--- config.mk ---
export PLATFORM = sky130hd
export DESIGN_NAME = alu_result_collector
export DESIGN_NICKNAME = d
export VERILOG_FILES = /design/src/rtl/alu_rc_pkg.sv /design/src/rtl/alu_rc_fifo.sv /design/src/rtl/alu_result_collector.sv
export SDC_FILE = /design/constraint.sdc
export NUM_CORES = 1
export LEC_CHECK = 0
export ABC_AREA = 1
export ABC_CLOCK_PERIOD_IN_PS = 3480
export CAP_MARGIN = 20
export CORE_ASPECT_RATIO = 0.9
export CORE_MARGIN = 1.5
export CORE_UTILIZATION = 40
export CTS_CLUSTER_DIAMETER = 100
export CTS_CLUSTER_SIZE = 30
export DETAILED_ROUTE_END_ITERATION = 12
export HOLD_SLACK_MARGIN = 0.05
export PLACE_DENSITY = 0.66
export REMOVE_ABC_BUFFERS = 1
export SLEW_MARGIN = 20
export SYNTH_ARGS = -nofsm -noshare
export SYNTH_HDL_FRONTEND = slang
export SYNTH_SLANG_ARGS = --single-unit
export TNS_END_PERCENT = 10
--- constraint.sdc ---
create_clock -name clk -period 3.48 [get_ports clk]
set_input_delay 0.348 -clock clk [delete_from_list [all_inputs] [get_ports clk]]
set_output_delay 0.348 -clock clk [all_outputs]
set_load 0.05 [all_outputs]
--- src/rtl/alu_rc_pkg.sv ---
// Shared constants and types for the ALU result collector: flag bit positions,
// the multiply command codes and the default-width tag and FIFO entry records.
package alu_rc_pkg;

    localparam int RC_CMD_WIDTH = 4;
    localparam int RC_RES_WIDTH = 16;
    localparam int NUM_FLAGS    = 6;

    // Bit positions inside the {cout,oflow,g,l,e,err} flag vector
    localparam int FLG_ERR   = 0;
    localparam int FLG_E     = 1;
    localparam int FLG_L     = 2;
    localparam int FLG_G     = 3;
    localparam int FLG_OFLOW = 4;
    localparam int FLG_COUT  = 5;

    localparam logic [3:0] MUL_INC = 4'd9;
    localparam logic [3:0] MUL_SHL = 4'd10;

    typedef struct packed {
        logic                    vld;
        logic [RC_CMD_WIDTH-1:0] cmd;
        logic                    mode;
    } tag_t;

    typedef struct packed {
        logic [RC_RES_WIDTH-1:0] res;
        logic [NUM_FLAGS-1:0]    flags;
        logic [RC_CMD_WIDTH-1:0] cmd;
        logic                    mode;
    } entry_t;

endpackage

--- src/rtl/alu_rc_fifo.sv ---
// First-word-fall-through FIFO of captured ALU results. A push while full only
// lands when a pop frees the head slot in the same cycle.
module alu_rc_fifo
    import alu_rc_pkg::*;
#(
    parameter int  DEPTH      = 4,
    parameter type entry_type = entry_t
) (
    input  logic                       clk,
    input  logic                       rst,
    input  logic                       push,
    input  entry_type                  push_data,
    input  logic                       pop,
    output entry_type                  head,
    output logic                       full,
    output logic                       empty,
    output logic [$clog2(DEPTH+1)-1:0] count
);

    localparam int PTR_W = $clog2(DEPTH);
    localparam int CNT_W = $clog2(DEPTH + 1);

    entry_type          mem [DEPTH];
    logic [PTR_W-1:0]   wr_ptr;
    logic [PTR_W-1:0]   rd_ptr;
    logic               push_ok;
    logic               pop_ok;

    assign full    = (count == CNT_W'(DEPTH));
    assign empty   = (count == '0);
    assign pop_ok  = pop && !empty;
    assign push_ok = push && (!full || pop_ok);

    // Head reads as zero when empty so stale storage never shows up on the outputs
    assign head = empty ? '0 : mem[rd_ptr];

    always_ff @(posedge clk) begin
        if (push_ok) begin
            mem[wr_ptr] <= push_data;
        end
    end

    always_ff @(posedge clk or negedge rst) begin
        if (!rst) begin
            wr_ptr <= '0;
            rd_ptr <= '0;
            count  <= '0;
        end else begin
            if (push_ok) begin
                wr_ptr <= wr_ptr + PTR_W'(1);
            end
            if (pop_ok) begin
                rd_ptr <= rd_ptr + PTR_W'(1);
            end
            case ({push_ok, pop_ok})
                2'b10:   count <= count + CNT_W'(1);
                2'b01:   count <= count - CNT_W'(1);
                default: count <= count;
            endcase
        end
    end

endmodule

--- src/rtl/alu_result_collector.sv ---
// Tracks issued ALU operations through a latency tag pipeline and captures each
// result with its flags into a FIFO drained by a ready/valid consumer.
module alu_result_collector
    import alu_rc_pkg::*;
#(
    parameter int OP_WIDTH  = 8,
    parameter int CMD_WIDTH = 4,
    parameter int RES_WIDTH = 2 * OP_WIDTH,
    parameter int ALU_LAT   = 1,
    parameter int MUL_LAT   = 2,
    parameter int DEPTH     = 4
) (
    input  logic                       clk,
    input  logic                       rst,
    input  logic                       ce,
    input  logic                       mode,
    input  logic [CMD_WIDTH-1:0]       cmd,
    input  logic [1:0]                 inp_valid,
    input  logic [RES_WIDTH-1:0]       res,
    input  logic                       cout,
    input  logic                       oflow,
    input  logic                       g,
    input  logic                       l,
    input  logic                       e,
    input  logic                       err,
    output logic                       out_valid,
    input  logic                       out_ready,
    output logic [RES_WIDTH-1:0]       out_res,
    output logic [NUM_FLAGS-1:0]       out_flags,
    output logic [CMD_WIDTH-1:0]       out_cmd,
    output logic                       out_mode,
    output logic [$clog2(DEPTH+1)-1:0] count,
    output logic                       ovf_sticky,
    output logic                       hzd_sticky,
    input  logic                       clr_sticky
);

    localparam int NSTG = (MUL_LAT > ALU_LAT) ? MUL_LAT : ALU_LAT;

    typedef struct packed {
        logic                 vld;
        logic [CMD_WIDTH-1:0] cmd;
        logic                 mode;
    } tag_w_t;

    typedef struct packed {
        logic [RES_WIDTH-1:0] res;
        logic [NUM_FLAGS-1:0] flags;
        logic [CMD_WIDTH-1:0] cmd;
        logic                 mode;
    } entry_w_t;

    tag_w_t [NSTG-1:0] tags;
    tag_w_t [NSTG-1:0] tags_shift;
    tag_w_t [NSTG-1:0] tags_nxt;
    tag_w_t            new_tag;
    logic              issue;
    logic              issue_mul;
    logic              hzd_drop;
    logic              ovf_drop;

    logic [NUM_FLAGS-1:0] cap_flags;
    entry_w_t             cap_entry;
    entry_w_t             head;
    logic                 cap_push;
    logic                 pop;
    logic                 fifo_full;
    logic                 fifo_empty;

    assign issue     = ce && (inp_valid != 2'b00);
    assign issue_mul = mode && ((cmd == CMD_WIDTH'(MUL_INC)) || (cmd == CMD_WIDTH'(MUL_SHL)));
    assign new_tag   = {1'b1, cmd, mode};

    // The tag already heading for a slot owns it; a colliding new issue is discarded
    always_comb begin
        tags_shift = '0;
        for (int i = 0; i < NSTG - 1; i++) begin
            tags_shift[i] = tags[i+1];
        end
        tags_nxt = tags_shift;
        hzd_drop = 1'b0;
        if (issue) begin
            if (issue_mul) begin
                if (tags_shift[MUL_LAT-1].vld) begin
                    hzd_drop = 1'b1;
                end else begin
                    tags_nxt[MUL_LAT-1] = new_tag;
                end
            end else begin
                if (tags_shift[ALU_LAT-1].vld) begin
                    hzd_drop = 1'b1;
                end else begin
                    tags_nxt[ALU_LAT-1] = new_tag;
                end
            end
        end
    end

    always_comb begin
        cap_flags            = '0;
        cap_flags[FLG_COUT]  = cout;
        cap_flags[FLG_OFLOW] = oflow;
        cap_flags[FLG_G]     = g;
        cap_flags[FLG_L]     = l;
        cap_flags[FLG_E]     = e;
        cap_flags[FLG_ERR]   = err;
    end

    assign cap_push  = tags[0].vld;
    assign cap_entry = {res, cap_flags, tags[0].cmd, tags[0].mode};
    assign pop       = out_valid && out_ready;
    assign ovf_drop  = cap_push && fifo_full && !pop;

    always_ff @(posedge clk or negedge rst) begin
        if (!rst) begin
            tags       <= '0;
            ovf_sticky <= 1'b0;
            hzd_sticky <= 1'b0;
        end else begin
            tags <= tags_nxt;
            if (ovf_drop) begin
                ovf_sticky <= 1'b1;
            end else if (clr_sticky) begin
                ovf_sticky <= 1'b0;
            end
            if (hzd_drop) begin
                hzd_sticky <= 1'b1;
            end else if (clr_sticky) begin
                hzd_sticky <= 1'b0;
            end
        end
    end

    alu_rc_fifo #(
        .DEPTH      (DEPTH),
        .entry_type (entry_w_t)
    ) u_fifo (
        .clk       (clk),
        .rst       (rst),
        .push      (cap_push),
        .push_data (cap_entry),
        .pop       (pop),
        .head      (head),
        .full      (fifo_full),
        .empty     (fifo_empty),
        .count     (count)
    );

    assign out_valid = !fifo_empty;
    assign out_res   = head.res;
    assign out_flags = head.flags;
    assign out_cmd   = head.cmd;
    assign out_mode  = head.mode;

endmodule

==> flow_summary.toml <==
[route]
dr.pass1.iters = 4
vias = 3280
wl_mm = 10.2
drt-initial-drc-count = 238
detail-route-antenna-nets = 0
wl_per_cell_um = 15.2
drc_errors = 0
routed_via_density = 4.91

[sta]
rsz0062_at_grt = "no"
skew_ps = 8.80
period_share_pct = 72.3
fin_hold_ws_ps = 447
setup_viol = 0
hold_violations = 0
max_freq_ghz = 0.397
tns_ps = 0
period_needed_ps = 2520
drv_slew = 0
worst_pin_slew_ps = 949
maxSlewHeadroom_pct = 36.6

[synth]
synth_largest_area_cell = "edfxtp_1"
synth_warnings = 0
post-synth-top-count-cell = "nor2_1"
synth-seq-area-share_pct = 73.0
yosys_most_used_dff = "edfxtp_1"
ys_ff_latch = 129
synth-edff-count = 108
synth_top_area_share_pct = 62.8
ys_async_sr_fraction_pct = 16.3
synth_cells = 427
synth_cell_types = 26
syn_area_sq_um = 5160
synthTopCellsByArea = "edfxtp_1 (63%), dfrtp_1 (10%), nor2_1 (8.8%)"
synth_commonest_cells = "nor2_1 (121), edfxtp_1 (108), o21ai_0 (40)"
synth.avg_cell_area_sq_um = 12.1

[global_route]
grt_use_total_pct = 16.1
grt_max_degree = 57
antenna_found_initial = 0
first_global_vias = 3286
grt_pass1_wl_mm = 16.5
overflow = 0

[critical_path]
crit_slowest_cell = "inv_2"
path_class = "flop to primary output"
crit_path_start_kind = "flop"
end_kind = "primary output"
slowest_delay_ps = 630
required_ps = 3130
path_cells = "inv_2, o21ai_0, a21oi_1, buf_4"
worstPathArrival_ps = 2170
critPathMaxFanout = 56

[place]
dpl.hpwl_mm = 5.88
gp_congestion = 0.769
portBuffers = 66

[job]
max-cap-violations = 0

[clocking]
cts_max_level = 4
cts_root_buf = "clkbuf_16"
postCtsSetupRepairBufs = 0
cts.clk_slew.worst_paths_ps = 50
ctsResizeCount = 0
cts_inserted_buffers = 17
cts_tree = "done"
insertion_delay_ps = 410
postCtsHoldBufs = 0
cts_sinks = 129
clk_path_buf_depth = 2

[power_and_ir_drop]
peakVddDrop_mv = 0.584
p_leak_uw = 0.00238
power_density_nw_per_um2 = 1020

[layout]
diodes = 0
fillers = 1075
drive_gt1_share_pct = 12.7
syn_to_final_growth_pct = 24.4
nets = 534

[status]
outcome = "complete, no violations"

[die]
io-pin-count = 67
dieArea_sq_um = 13600
die_h_um = 111
fp-row-count = 39
core_sq_um = 12600
dieWidth_um = 123
start_util_pct = 40.9

[hold_path]
hold_path.class = "flop to flop"
==> cell families (layout without fill, tap and decap cells) <==
group | after synthesis | count (layout) | share of synthesized area (%)
buffers and inverters | 42 | 119 | 4.26
AO/OA/AOI/OAI | 88 | 88 | 8.60
adder cells (fa/ha/maj) | 6 | 6 | 1.60
flip-flops | 129 | 129 | 73.0
AND/OR/NAND/NOR | 158 | 158 | 12.0
other | 1 | 1 | 0.0726
XOR/XNOR | 3 | 3 | 0.509
==> worst paths after layout <==
kind,start,slack [ps],to,cells past startpoint
max,u_fifo.rd_ptr[0]$_DFFE_PN0P_,960,out_cmd[3],4
min,tags[10]$_DFF_PN0_,450,cap_entry[4]$_DFF_PN0_,2
max reg2reg,u_fifo.count[0]$_DFFE_PN0P_,1350,u_fifo.count[2]$_DFFE_PN0P_,9
min reg2reg,tags[10]$_DFF_PN0_,450,cap_entry[4]$_DFF_PN0_,2
max in group asynchronous,rst,2360,u_fifo.rd_ptr[0]$_DFFE_PN0P_,1
min in group asynchronous,rst,470,u_fifo.count[0]$_DFFE_PN0P_,1
==> metrics by stage <==
step	setup WS, ps	cells	utilization, %	instance area [sq um]	power (uW)
2_1_floorplan	709	407	-	5030	3980
3_3_place_gp	1040	639	46.5	5870	4860
3_5_place_dp	990	639	46.5	5870	4910
4_1_cts	920	668	50.8	6420	6590
5_1_grt	759	668	50.8	6420	6860
6_report	963	668	50.8	6420	6530
==> per-layer routing <==
metal  wire, um  part of all wire [%]  global-route usage, %  vias up
met4         93                  0.91                   5.81        0
met2       4850                    48                   25.3      104
met1       4500                    44                   20.8     1565
met5          0                     0                      0        -
li1           -                     -                      -     1601
met3        717                   7.1                   5.45       10
==> final cells by class <==
cell class	instances	area (sq um)	area share (%)
clock buffers	19	433	6.74
clock inverters	10	120	1.87
inverters	22	82.6	1.29
multi-input cells	256	1210	18.8
flip-flops and latches	129	3770	58.7
well taps	164	205	3.19
repair buffers	68	608	9.46
==> layout by cell type, fill, tap and decap left out, types with 4 or more instances in the layout <==
master	n
ha_1	5
dfrtp_1	20
o21ai_1	18
clkdlybuf4s50_1	39
o21ai_0	40
nor2_1	117
edfxtp_1	108
buf_4	29
nor2_4	4
nand4_1	5
a21oi_1	29
nand2_1	24
inv_1	19
clkbuf_16	17
clkinv_1	4
==> flip-flops by register name, indices dropped and copies added, names as in the netlist, 2 cells and up <==
register	flops
tags	6
u_fifo.wr_ptr	2
u_fifo.rd_ptr	2
u_fifo.count	3
cap_entry	5
u_fifo.mem	108
==> critical path: cells and delay by family (launching register included) <==
kind,cells,cell delay (ps)
compound gates,2,490
buf+inv,2,870
flops,1,400
==> power by group <==
part           switching (uW)  total (uW)  internal [uW]
logic                    2050        2820            770
registers                96.0        2040           1940
clock network             575        1670           1100
total                    2720        6530           3810
Note: power is estimated with default switching activity, not from simulation.
